<file path="src/rtl/pll_reconfig_pkg.sv">
// Shared types and constants for the video PLL reconfiguration sequencer.
package pll_reconfig_pkg;

    localparam int unsigned ADDR_W = 6;
    localparam int unsigned DATA_W = 32;

    typedef enum logic [2:0] {
        IDLE      = 3'd0,
        WR_MODE   = 3'd1,
        WR_K      = 3'd2,
        WR_START  = 3'd3,
        WAIT_RCFG = 3'd4,
        WAIT_LOCK = 3'd5
    } state_e;

    localparam logic [ADDR_W-1:0] ADDR_MODE  = 6'd0;
    localparam logic [ADDR_W-1:0] ADDR_START = 6'd2;
    localparam logic [ADDR_W-1:0] ADDR_FRACK = 6'd7;

    localparam logic [DATA_W-1:0] MODE_WAITREQ = 32'd0;
    localparam logic [DATA_W-1:0] START_WORD   = 32'd0;

    localparam logic [DATA_W-1:0] K_NATIVE_DEF      = 32'd3639383488;
    localparam logic [DATA_W-1:0] K_UNDER_DEF       = 32'd3262113561;
    localparam int unsigned       STABLE_CYCLES_DEF = 4;
    localparam logic [19:0]       LOCK_TIMEOUT_DEF  = 20'd1000000;

    // A stale synchronised lock from before the retune must not be trusted.
    localparam logic [19:0] LOCK_MIN_CYCLES = 20'd16;

    function automatic logic [DATA_W-1:0] frac_k_word(
        input logic              prof,
        input logic [DATA_W-1:0] k_native,
        input logic [DATA_W-1:0] k_under
    );
        return prof ? k_under : k_native;
    endfunction

endpackage

</file>
<file path="src/rtl/pll_reconfig_seq_if.sv">
// Avalon-MM-style write-only management port of the PLL reconfiguration block.
interface pll_reconfig_seq_if;
    import pll_reconfig_pkg::*;

    logic              write;
    logic [ADDR_W-1:0] address;
    logic [DATA_W-1:0] writedata;
    logic              waitrequest;

    modport master (
        output write,
        output address,
        output writedata,
        input  waitrequest
    );

    modport slave (
        input  write,
        input  address,
        input  writedata,
        output waitrequest
    );

endinterface

</file>
<file path="src/rtl/pll_reconfig_seq_sync_debounce.sv">
// Two-flop synchroniser followed by a saturating stability counter.
module sync_debounce #(
    parameter int unsigned STABLE_CYCLES = 4
) (
    input  logic clk,
    input  logic rst_n,
    input  logic async_i,
    output logic sync_o,
    output logic stable_o
);
    localparam int unsigned   CW      = $clog2(STABLE_CYCLES + 1);
    localparam logic [CW-1:0] CNT_MAX = CW'(STABLE_CYCLES);
    localparam logic [CW-1:0] CNT_ONE = CW'(1);

    logic          meta_q;
    logic          sync_q;
    logic [CW-1:0] cnt_q;
    logic [CW-1:0] cnt_d;

    // Restart counting whenever the synchronised level is about to change.
    always_comb begin
        cnt_d = cnt_q;
        if (meta_q != sync_q) begin
            cnt_d = '0;
        end else if (cnt_q != CNT_MAX) begin
            cnt_d = cnt_q + CNT_ONE;
        end else begin
            cnt_d = cnt_q;
        end
    end

    // Synchroniser and counter registers.
    always_ff @(posedge clk or negedge rst_n) begin
        if (!rst_n) begin
            meta_q <= 1'b0;
            sync_q <= 1'b0;
            cnt_q  <= '0;
        end else begin
            meta_q <= async_i;
            sync_q <= meta_q;
            cnt_q  <= cnt_d;
        end
    end

    assign sync_o   = sync_q;
    assign stable_o = (cnt_q == CNT_MAX);

endmodule

</file>
<file path="src/rtl/pll_reconfig_seq.sv">
// Retunes the video PLL between native and 60 Hz fractional-K profiles via
// the reconfiguration management port, then waits for relock.
module pll_reconfig_seq
    import pll_reconfig_pkg::*;
#(
    parameter logic [31:0] K_NATIVE      = K_NATIVE_DEF,
    parameter logic [31:0] K_UNDER       = K_UNDER_DEF,
    parameter int unsigned STABLE_CYCLES = STABLE_CYCLES_DEF,
    parameter logic [19:0] LOCK_TIMEOUT  = LOCK_TIMEOUT_DEF
) (
    input  logic                      clk_50m,
    input  logic                      reset,
    input  logic                      underclock,
    input  logic                      pll_locked,
    pll_reconfig_seq_if.master        mgmt,
    output logic                      applied,
    output logic                      busy,
    output logic                      done,
    output logic                      lock_err
);

    logic req_sync_s;
    logic req_stable_s;
    logic lock_meta_q;
    logic lock_sync_q;
    logic wr_done_s;

    state_e              state_q,     state_d;
    logic                prof_q,      prof_d;
    logic                target_q,    target_d;
    logic                pending_q,   pending_d;
    logic                write_q,     write_d;
    logic [ADDR_W-1:0]   address_q,   address_d;
    logic [DATA_W-1:0]   writedata_q, writedata_d;
    logic                applied_q,   applied_d;
    logic                busy_q,      busy_d;
    logic                done_q,      done_d;
    logic                lock_err_q,  lock_err_d;
    logic [19:0]         to_cnt_q,    to_cnt_d;
    logic                rcfg_seen_q, rcfg_seen_d;

    sync_debounce #(
        .STABLE_CYCLES (STABLE_CYCLES)
    ) u_req_sync (
        .clk      (clk_50m),
        .rst_n    (reset),
        .async_i  (underclock),
        .sync_o   (req_sync_s),
        .stable_o (req_stable_s)
    );

    // Plain two-flop synchroniser for the PLL lock indication.
    always_ff @(posedge clk_50m or negedge reset) begin
        if (!reset) begin
            lock_meta_q <= 1'b0;
            lock_sync_q <= 1'b0;
        end else begin
            lock_meta_q <= pll_locked;
            lock_sync_q <= lock_meta_q;
        end
    end

    assign wr_done_s = write_q && !mgmt.waitrequest;

    // Next-state and registered-output logic; the bus outputs of the next
    // write are prepared here so they are driven straight from flops.
    always_comb begin
        state_d     = state_q;
        prof_d      = prof_q;
        target_d    = target_q;
        pending_d   = pending_q;
        write_d     = write_q;
        address_d   = address_q;
        writedata_d = writedata_q;
        applied_d   = applied_q;
        done_d      = 1'b0;
        lock_err_d  = lock_err_q;
        to_cnt_d    = to_cnt_q;
        rcfg_seen_d = rcfg_seen_q;

        case (state_q)
            IDLE: begin
                if (pending_q) begin
                    pending_d = 1'b0;
                    if (target_q != prof_q) begin
                        prof_d      = target_q;
                        state_d     = WR_MODE;
                        write_d     = 1'b1;
                        address_d   = ADDR_MODE;
                        writedata_d = MODE_WAITREQ;
                    end else begin
                        state_d = IDLE;
                    end
                end else begin
                    state_d = IDLE;
                end
            end
            WR_MODE: begin
                if (wr_done_s) begin
                    state_d     = WR_K;
                    address_d   = ADDR_FRACK;
                    writedata_d = frac_k_word(prof_q, K_NATIVE, K_UNDER);
                end else begin
                    state_d = WR_MODE;
                end
            end
            WR_K: begin
                if (wr_done_s) begin
                    state_d     = WR_START;
                    address_d   = ADDR_START;
                    writedata_d = START_WORD;
                end else begin
                    state_d = WR_K;
                end
            end
            WR_START: begin
                if (wr_done_s) begin
                    state_d     = WAIT_RCFG;
                    write_d     = 1'b0;
                    address_d   = '0;
                    writedata_d = '0;
                    rcfg_seen_d = 1'b0;
                end else begin
                    state_d = WR_START;
                end
            end
            WAIT_RCFG: begin
                // Two idle cycles in a row mean the reconfig engine has finished.
                if (!mgmt.waitrequest) begin
                    if (rcfg_seen_q) begin
                        state_d     = WAIT_LOCK;
                        to_cnt_d    = 20'd0;
                        rcfg_seen_d = 1'b0;
                    end else begin
                        rcfg_seen_d = 1'b1;
                    end
                end else begin
                    rcfg_seen_d = 1'b0;
                end
            end
            WAIT_LOCK: begin
                if (lock_sync_q && (to_cnt_q >= LOCK_MIN_CYCLES)) begin
                    applied_d = prof_q;
                    done_d    = 1'b1;
                    state_d   = IDLE;
                end else if (to_cnt_q >= LOCK_TIMEOUT) begin
                    lock_err_d = 1'b1;
                    applied_d  = prof_q;
                    state_d    = IDLE;
                end else begin
                    to_cnt_d = to_cnt_q + 20'd1;
                end
            end
            default: begin
                state_d     = IDLE;
                write_d     = 1'b0;
                address_d   = '0;
                writedata_d = '0;
            end
        endcase

        // A newly debounced request overrides the clear issued from IDLE.
        if (req_stable_s && (req_sync_s != target_q)) begin
            target_d  = req_sync_s;
            pending_d = 1'b1;
        end else begin
            target_d = target_d;
        end

        busy_d = (state_d != IDLE);
    end

    // Sequencer state and output registers.
    always_ff @(posedge clk_50m or negedge reset) begin
        if (!reset) begin
            state_q     <= IDLE;
            prof_q      <= 1'b0;
            target_q    <= 1'b0;
            pending_q   <= 1'b0;
            write_q     <= 1'b0;
            address_q   <= '0;
            writedata_q <= '0;
            applied_q   <= 1'b0;
            busy_q      <= 1'b0;
            done_q      <= 1'b0;
            lock_err_q  <= 1'b0;
            to_cnt_q    <= 20'd0;
            rcfg_seen_q <= 1'b0;
        end else begin
            state_q     <= state_d;
            prof_q      <= prof_d;
            target_q    <= target_d;
            pending_q   <= pending_d;
            write_q     <= write_d;
            address_q   <= address_d;
            writedata_q <= writedata_d;
            applied_q   <= applied_d;
            busy_q      <= busy_d;
            done_q      <= done_d;
            lock_err_q  <= lock_err_d;
            to_cnt_q    <= to_cnt_d;
            rcfg_seen_q <= rcfg_seen_d;
        end
    end

    assign mgmt.write     = write_q;
    assign mgmt.address   = address_q;
    assign mgmt.writedata = writedata_q;
    assign applied        = applied_q;
    assign busy           = busy_q;
    assign done           = done_q;
    assign lock_err       = lock_err_q;

endmodule

</file>
<file path="src/flat_wrapper.sv">
// flat-port wrapper written by rule: the top's interface ports become plain ports
module pll_reconfig_seq_flat import pll_reconfig_pkg::*;
#(
    parameter logic [31:0] K_NATIVE      = K_NATIVE_DEF,
    parameter logic [31:0] K_UNDER       = K_UNDER_DEF,
    parameter int unsigned STABLE_CYCLES = STABLE_CYCLES_DEF,
    parameter logic [19:0] LOCK_TIMEOUT  = LOCK_TIMEOUT_DEF
)
  (clk_50m, reset, underclock, pll_locked, applied, busy, done, lock_err, mgmt_write, mgmt_address, mgmt_writedata, mgmt_waitrequest);
  pll_reconfig_seq_if mgmt_i ();
  input  logic clk_50m;
  input  logic reset;
  input  logic underclock;
  input  logic pll_locked;
  output logic applied;
  output logic busy;
  output logic done;
  output logic lock_err;
  output wire logic [$bits(mgmt_i.write)-1:0] mgmt_write;
  output wire logic [$bits(mgmt_i.address)-1:0] mgmt_address;
  output wire logic [$bits(mgmt_i.writedata)-1:0] mgmt_writedata;
  input wire logic [$bits(mgmt_i.waitrequest)-1:0] mgmt_waitrequest;
  assign mgmt_write = mgmt_i.write;
  assign mgmt_address = mgmt_i.address;
  assign mgmt_writedata = mgmt_i.writedata;
  assign mgmt_i.waitrequest = mgmt_waitrequest;
  pll_reconfig_seq #(.K_NATIVE(K_NATIVE), .K_UNDER(K_UNDER), .STABLE_CYCLES(STABLE_CYCLES), .LOCK_TIMEOUT(LOCK_TIMEOUT)) u_core (.clk_50m(clk_50m), .reset(reset), .underclock(underclock), .pll_locked(pll_locked), .mgmt(mgmt_i), .applied(applied), .busy(busy), .done(done), .lock_err(lock_err));
endmodule
</file>
<file path="config.mk">
export PLATFORM = sky130hd
export DESIGN_NAME = pll_reconfig_seq_flat
export DESIGN_NICKNAME = d
export VERILOG_FILES = /design/src/rtl/pll_reconfig_pkg.sv /design/src/rtl/pll_reconfig_seq_if.sv /design/src/rtl/pll_reconfig_seq_sync_debounce.sv /design/src/rtl/pll_reconfig_seq.sv /design/src/flat_wrapper.sv
export SDC_FILE = /design/constraint.sdc
export NUM_CORES = 1
export LEC_CHECK = 0
export BUFFER_PORTS_ARGS = -buffer_cell sky130_fd_sc_hd__buf_2
export CORE_ASPECT_RATIO = 1.1
export CORE_MARGIN = 3
export CORE_UTILIZATION = 56
export CTS_CLUSTER_DIAMETER = 100
export DETAILED_ROUTE_END_ITERATION = 16
export GPL_ROUTABILITY_DRIVEN = 0
export PLACE_DENSITY = 0.81
export SLEW_MARGIN = 20
export SYNTH_ARGS = -nofsm -noshare
export SYNTH_HDL_FRONTEND = slang
export SYNTH_HIERARCHICAL = 1
export SYNTH_SLANG_ARGS = --single-unit
</file>
<file path="constraint.sdc">
create_clock -name clk_50m -period 2.4 [get_ports clk_50m]
set_input_delay 0.48 -clock clk_50m [delete_from_list [all_inputs] [get_ports clk_50m]]
set_output_delay 0.48 -clock clk_50m [all_outputs]
set_load 0.02 [all_outputs]
</file>
==> impl_metrics.json, run 1 <==
{
  "cp.required_ns": 2.63,
  "max_freq_mhz": 441,
  "setup.worst_path.start": "u_core/to_cnt_q[11]",
  "path_class": "flip-flop to flip-flop",
  "status": "finished clean",
  "htree_levels": 2,
  "ys_warn_count": 6,
  "grt_pass1_vias": 2014,
  "hold_buffers": 0,
  "die_h_um": 77.7,
  "numPortBuffers": 36,
  "p_leak_nw": 1.34,
  "power.density_nw_per_um2": 953,
  "top_layer": "met4",
  "worstReg2RegEnd": "u_core/to_cnt_q[12]",
  "synth_cells": 278,
  "rows": 25,
  "synth_cell_type_count": 53,
  "grt-ovfl-total": 0,
  "clock_latency_ns": 0.30,
  "antenna_found_initial": 0,
  "finalWirelength_um": 5510,
  "crit_arrival_ns": 2.50,
  "layout-drive-gt1-share": 0.259,
  "stdcell_count": 363,
  "layout.nets": 317,
  "syn_to_final_growth_pct": 10.9,
  "clock_path_buffers": 2,
  "num_vias": 2215,
  "postRouteAntennaNets": 0,
  "ios": 48,
  "drtPass1Iterations": 4,
  "track_usage": 0.207,
  "die_w_um": 71.2,
  "drt_iter0_drc": 265,
  "fin_area_um2": 2900,
  "ir_worst_vdd_mv": 0.581,
  "ff2ff_setup_slack_ns": 0.13,
  "routedWlPerCell_um": 15.2,
  "via_per_inst": 6.10,
  "synthArstFlopShare": 1.00,
  "wl_met1_um": 2230,
  "start_kind": "flip-flop",
  "synth_area_um2": 2620,
  "cts_tree": "yes",
  "clockRootBuffer": "clkbuf_8",
  "holdCritPathClass": "input pin to asynchronous set/reset pin",
  "ys.flop_type": "dfrtp_1",
  "end_kind": "flip-flop",
  "dieArea_um2": 5530,
  "hold_violations": 0,
  "cts.clk_slew.worst_paths_ns": 0.09,
  "syn_area_per_cell_um2": 9.42,
  "cp-endpoint": "u_core/to_cnt_q[12]",
  "route.detailed.drc": 0,
  "dpl-instance-area_um2": 2730,
  "skew_ns": 0.00870,
  "cts_sinks": 44,
  "post-route-period-util": 0.945,
  "reg2reg_depth": 6,
  "setup_viol": 0,
  "synth.ff_latch_count": 44,
  "met2_wirelength_um": 2700,
  "start_util": 0.593,
  "antennaDiodeCount": 0,
  "wl_met3_um": 451,
  "core_um2": 4410,
  "fin_crit_ns": 2.27,
  "cap_violations": 0,
  "hpwl_um": 3770,
  "utilization": 0.658,
  "placed_cells": 350,
  "ys_seq_area_frac": 0.421,
  "final_max_slew_viol_count": 0,
  "r2r_start": "u_core/to_cnt_q[11]",
  "synth_edf_count": 0,
  "grt_setup_unrepaired": "yes",
  "cts_buffers": 5,
  "critPathMaxFanout": 13,
  "grt_pass1_wl_um": 9270,
  "grt_max_degree": 28
}
## synth_stat cells, types with 2 or more instances
| cell type | count | share of area |
|---|---|---|
| o22ai_1 | 3 | 0.0072 |
| o32ai_1 | 2 | 0.0067 |
| nand2b_1 | 4 | 0.0096 |
| ha_1 | 4 | 0.019 |
| mux2_2 | 2 | 0.0086 |
| o31ai_1 | 4 | 0.011 |
| nor2_1 | 12 | 0.017 |
| or4_1 | 6 | 0.017 |
| buf_4 | 33 | 0.095 |
| or3_1 | 12 | 0.029 |
| o211ai_1 | 2 | 0.0057 |
| nor2b_1 | 2 | 0.0048 |
| inv_1 | 15 | 0.022 |
| buf_2 | 3 | 0.0057 |
| a21oi_1 | 17 | 0.033 |
| xor2_1 | 4 | 0.013 |
| nand4_1 | 10 | 0.024 |
| dfrtp_1 | 44 | 0.42 |
| nor4_1 | 2 | 0.0048 |
| and3b_1 | 2 | 0.0067 |
| nand3_1 | 10 | 0.019 |
| mux2i_1 | 7 | 0.027 |
| and4_1 | 2 | 0.0067 |
| o21ai_0 | 16 | 0.031 |
| nor3_1 | 5 | 0.0096 |
| and3_1 | 5 | 0.012 |
| clkbuf_1 | 5 | 0.0072 |
| nand2_1 | 20 | 0.029 |
## worst max-delay path, stage by stage, from the launching register on
cell,delay [ns]
dfrtp_2,0.45
nor4_4,0.35
nand4_2,0.15
buf_4,0.16
o41a_2,0.56
or3_1,0.38
a21oi_1,0.14
## layout make-up
type	instances	area, um2
Multi-Input combinational cell	187	1230
Clock inverter	2	38.8
Tap cell	54	67.6
Sequential cell	44	1100
Clock buffer	6	82.6
Timing Repair Buffer	55	323
Fill cell	341	1510
Inverter	15	56.3
## where the power goes
| group | switching [mW] | internal, mW |
|---|---|---|
| logic | 0.628 | 0.397 |
| registers | 0.222 | 0.919 |
| clock network | 0.258 | 0.340 |
| total | 1.11 | 1.66 |
## cell families (layout without fill, tap and decap cells)
kind of cell,count (synthesis),count (layout),share of synthesized area
buffers and inverters,58,78,0.135
multiplexers,9,9,0.0354
other,1,11,0.00143
XOR/XNOR,4,4,0.0134
AND/OR/NAND/NOR,100,100,0.222
adder cells (fa/ha/maj),4,4,0.0191
flip-flops,44,44,0.421
AO/OA/AOI/OAI,58,59,0.153
## registers in the layout, indices dropped and copies added (netlist names)
name,count
u_core/u_req_sync/cnt_q,3
u_core/u_req_sync/meta_q,1
u_core/prof_q,1
u_core/busy,1
u_core/lock_err,1
u_core/rcfg_seen_q,1
u_core/to_cnt_q,20
u_core/applied,1
u_core/target_q,1
u_core/lock_sync_q,1
u_core/done,1
u_core/mgmt.writedata,3
u_core/u_req_sync/sync_o,1
u_core/state_q,3
u_core/mgmt.address,2
u_core/mgmt.write,1
u_core/pending_q,1
u_core/lock_meta_q,1
## cell usage in the layout, fill, tap and decap left out, drive strengths merged, types with 10 or more instances in the layout
| cell type | synthesis | final |
|---|---|---|
| nand3 | 10 | 10 |
| nand4 | 11 | 11 |
| dfrtp | 44 | 44 |
| inv | 15 | 15 |
| buf | 38 | 55 |
| a21oi | 17 | 17 |
| o21ai | 16 | 16 |
| or3 | 12 | 12 |
| nand2 | 20 | 20 |
| nor2 | 12 | 12 |
| conb | 1 | 11 |
## routing by layer
metal  up-vias  track usage
li1       1026            -
met1      1075        0.269
met2       102        0.335
met3        12       0.0402
met4         0       0.0902
met5         -            0
## worst min path at each step
| stage | startpoint | to | slack (ns) | cells after the start |
|---|---|---|---|---|
| 6_report | reset | u_core/mgmt.writedata[25] | 0.11 | 1 |
| 5_1_grt | reset | u_core/target_q | 0.14 | 1 |
| 4_1_cts | reset | u_core/mgmt.writedata[25] | 0.12 | 1 |
| 3_5_place_dp | u_core/lock_meta_q | u_core/lock_sync_q | 0.34 | 0 |
| 3_3_place_gp | u_core/lock_meta_q | u_core/lock_sync_q | 0.33 | 0 |
| 2_1_floorplan | reset | u_core/applied | 0.18 | 0 |
## stage by stage
step	hold WS, ns	total power, mW	setup slack, ns	TNS, ns
floorplan	0.184	1.97	0.392	0
global placement	0.333	2.11	0.206	0
detailed placement	0.341	2.16	0.109	0
CTS	0.121	2.76	0.0889	0
global route	0.137	2.94	-0.00403	-0.00403
finish	0.111	2.77	0.131	0
## what timing repair did
action	CTS	global route
hold endpoints to repair	0	0
setup endpoints to repair	0	2
gates resized for setup	0	3
setup buffers	0	4
Power figures use the tool's default switching activity.
==> run 2, diff against run 1 <==
--- a/config.mk
+++ b/config.mk
@@ -5,14 +5,15 @@
 export SDC_FILE = /design/constraint.sdc
 export NUM_CORES = 1
 export LEC_CHECK = 0
+export ABC_AREA = 1
 export BUFFER_PORTS_ARGS = -buffer_cell sky130_fd_sc_hd__buf_2
 export CORE_ASPECT_RATIO = 1.1
 export CORE_MARGIN = 3
-export CORE_UTILIZATION = 56
+export CORE_UTILIZATION = 51
 export CTS_CLUSTER_DIAMETER = 100
 export DETAILED_ROUTE_END_ITERATION = 16
 export GPL_ROUTABILITY_DRIVEN = 0
-export PLACE_DENSITY = 0.81
+export PLACE_DENSITY = 0.78
 export SLEW_MARGIN = 20
 export SYNTH_ARGS = -nofsm -noshare
 export SYNTH_HDL_FRONTEND = slang
==> constraint.sdc (replaced) <==
create_clock -name clk_50m -period 1.9 [get_ports clk_50m]
set_input_delay 0.38 -clock clk_50m [delete_from_list [all_inputs] [get_ports clk_50m]]
set_output_delay 0.38 -clock clk_50m [all_outputs]
set_load 0.02 [all_outputs]
==> run 2 against run 1 <==
  * Sequential share of layout area down 1.2 points
  * Combinational power down 42%
  * Critical endpoint is now u_core/to_cnt_q[4]
  * Critical path type unchanged
  * Power down 11%
  * Final area up 3.0%
  * Fmax up 30%
  * Hold slack worse by 0.078 ns
  * Final cell count up 34%
  * First-iteration DRC count down 23%
==> impl_metrics.json, run 2 <==
{
  "status": "finished clean",
  "final_cell_mix": "132 x nand2_1, 65 x nor2_1, 44 x dfrtp_1",
  "htree_levels": 2,
  "ys_seq_area_frac": 0.396,
  "top_register": "u_core/to_cnt_q",
  "synth_common_cells": "132 x nand2_1, 66 x nor2_1, 44 x dfrtp_1",
  "stdcell_count": 488,
  "hold_violations": 0,
  "fin_tns_setup_ns": 0,
  "slew_headroom": 0.650,
  "synth_cells": 395,
  "cts_buffers": 5,
  "clockPowerShare": 0.306,
  "grt_max_degree": 25,
  "core_um2": 5130,
  "drt_iter0_drc": 205,
  "synth_cell_type_count": 29,
  "placed_cells": 478,
  "numPortBuffers": 36,
  "power.density_nw_per_um2": 820,
  "power_switching_mw": 0.843,
  "via_per_inst": 4.90,
  "postRouteAntennaNets": 0,
  "power_mw": 2.45,
  "p_sw_frac": 0.344,
  "final_max_slew_viol_count": 0,
  "finalWirelength_um": 5530,
  "synth_area_leaders": "dfrtp_1 40%, nand2_1 18%, buf_4 8.9%, nor2_1 8.9%, nand3_1 5.9%",
  "fin_ws_ns": 0.152,
  "p_leak_nw": 1.61,
  "synth.ff_latch_count": 44,
  "critPathMaxFanout": 10,
  "ys.flop_type": "dfrtp_1",
  "hold_ws_ns": 0.0333,
  "syn_to_final_growth_pct": 7.52,
  "die_h_um": 83.4,
  "synth_top_area_cell": "dfrtp_1",
  "ios": 48,
  "rows": 27,
  "pre_cts_slack_ns": 0.175,
  "share_comb_of_total_power": 0.242,
  "clock_path_buffers": 2,
  "cts_sinks": 44,
  "max_freq_mhz": 572,
  "synthArstFlopShare": 1.00,
  "skew_ns": 0.00380,
  "cts.clk_slew.worst_paths_ns": 0.09,
  "cts_tree": "yes",
  "final_common_cell": "nand2_1",
  "die_w_um": 76.4,
  "start_util": 0.541,
  "ys_warn_count": 6,
  "hpwl_um": 3940,
  "synth_edf_count": 0,
  "antennaDiodeCount": 0,
  "dieArea_um2": 6370,
  "grt_pass1_wl_um": 9480,
  "largest_reg_flops": 20,
  "post-route-period-util": 0.920,
  "crit_arrival_ns": 2.00,
  "grt_pass1_vias": 2232,
  "ir_worst_vdd_mv": 0.527,
  "antenna_found_initial": 0,
  "setup_viol": 0,
  "seqPwrFrac": 0.452,
  "grt-ovfl-total": 0,
  "cp.required_ns": 2.15,
  "yosys.area.top_type_share": 0.396,
  "clock_latency_ns": 0.31,
  "drtPass1Iterations": 5,
  "clockRootBuffer": "clkbuf_8",
  "syn_area_per_cell_um2": 7.04,
  "worst_slew_pin_slew_ns": 0.526,
  "cap_violations": 0,
  "grt_setup_unrepaired": "no",
  "num_vias": 2392,
  "start_kind": "flip-flop",
  "holdCritPathClass": "input pin to asynchronous set/reset pin",
  "path_class": "flip-flop to flip-flop",
  "routedWlPerCell_um": 11.3,
  "route.detailed.drc": 0,
  "layout.nets": 424,
  "fin_crit_ns": 1.75,
  "yosys.cell_count.top_type": "nand2_1",
  "track_usage": 0.180,
  "layout-drive-gt1-share": 0.144,
  "p_int_mw": 1.61,
  "synth_area_um2": 2780,
  "end_kind": "flip-flop"
}
## run 2: worst paths after layout
check | startpoint | endpoint | slack, ns | depth (start not counted)
min in group clk_50m | underclock | u_core/u_req_sync/meta_q | 0.17 | 1
max reg2reg | u_core/state_q[1] | u_core/to_cnt_q[4] | 0.15 | 7
min | reset | u_core/u_req_sync/cnt_q[0] | 0.03 | 1
max | u_core/state_q[1] | u_core/to_cnt_q[4] | 0.15 | 7
max in group asynchronous | reset | u_core/to_cnt_q[2] | 1.27 | 2
min reg2reg | u_core/lock_meta_q | u_core/lock_sync_q | 0.36 | 0
## run 2: cell type report
class                   count  area (um2)
clock buffers               5        68.8
clock inverters             3        46.3
fillers                   504        2150
inverters                  33         128
multi-input cells         288        1310
flip-flops and latches     44        1100
well taps                  72        90.1
repair buffers             42         238
repair inverters            1        7.51
## run 2: layer usage
metal / share of wire / vias up / track usage
met5: 0 / - / 0
met4: 0.019 / 0 / 0.0725
met3: 0.076 / 9 / 0.0456
met2: 0.48 / 90 / 0.305
met1: 0.43 / 1081 / 0.218
li1: - / 1212 / -
## run 2: power by group through the flow
stage | clock network, mW | logic, mW | registers (mW)
floorplan | 0 | 0.500 | 1.16
global placement | 0 | 0.586 | 1.13
detailed placement | 0 | 0.593 | 1.13
CTS | 0.763 | 0.597 | 1.11
global route | 0.801 | 0.665 | 1.13
finish | 0.749 | 0.594 | 1.11
## run 2: kinds of logic after synthesis
| group | after synthesis | synth area share |
|---|---|---|
| simple gates | 244 | 0.356 |
| buf+inv | 73 | 0.147 |
| flops | 44 | 0.396 |
| compound gates | 15 | 0.0369 |
| xor+xnor | 14 | 0.0441 |
| fa+ha+maj | 4 | 0.0180 |
| other cells | 1 | 0.00135 |
## run 2: timing repair
action	in CTS	in global routing
setup buffers	0	1
hold buffers	0	0
gates resized for setup	0	3
endpoints found under the setup margin	0	15
## run 2: per-stage QoR
step / util / area, um2
2_1_floorplan: - / 2820
3_3_place_gp: 0.553 / 2840
3_5_place_dp: 0.553 / 2840
4_1_cts: 0.576 / 2960
5_1_grt: 0.582 / 2990
6_report: 0.582 / 2990
## run 2: worst max-delay path: stages, from the launching register on
cell,delay (ns)
dfrtp_1,0.41
inv_1,0.08
nand2_1,0.12
nor2_2,0.34
clkinvlp_4,0.34
nor3b_1,0.26
nand2_1,0.09
nand2_1,0.06
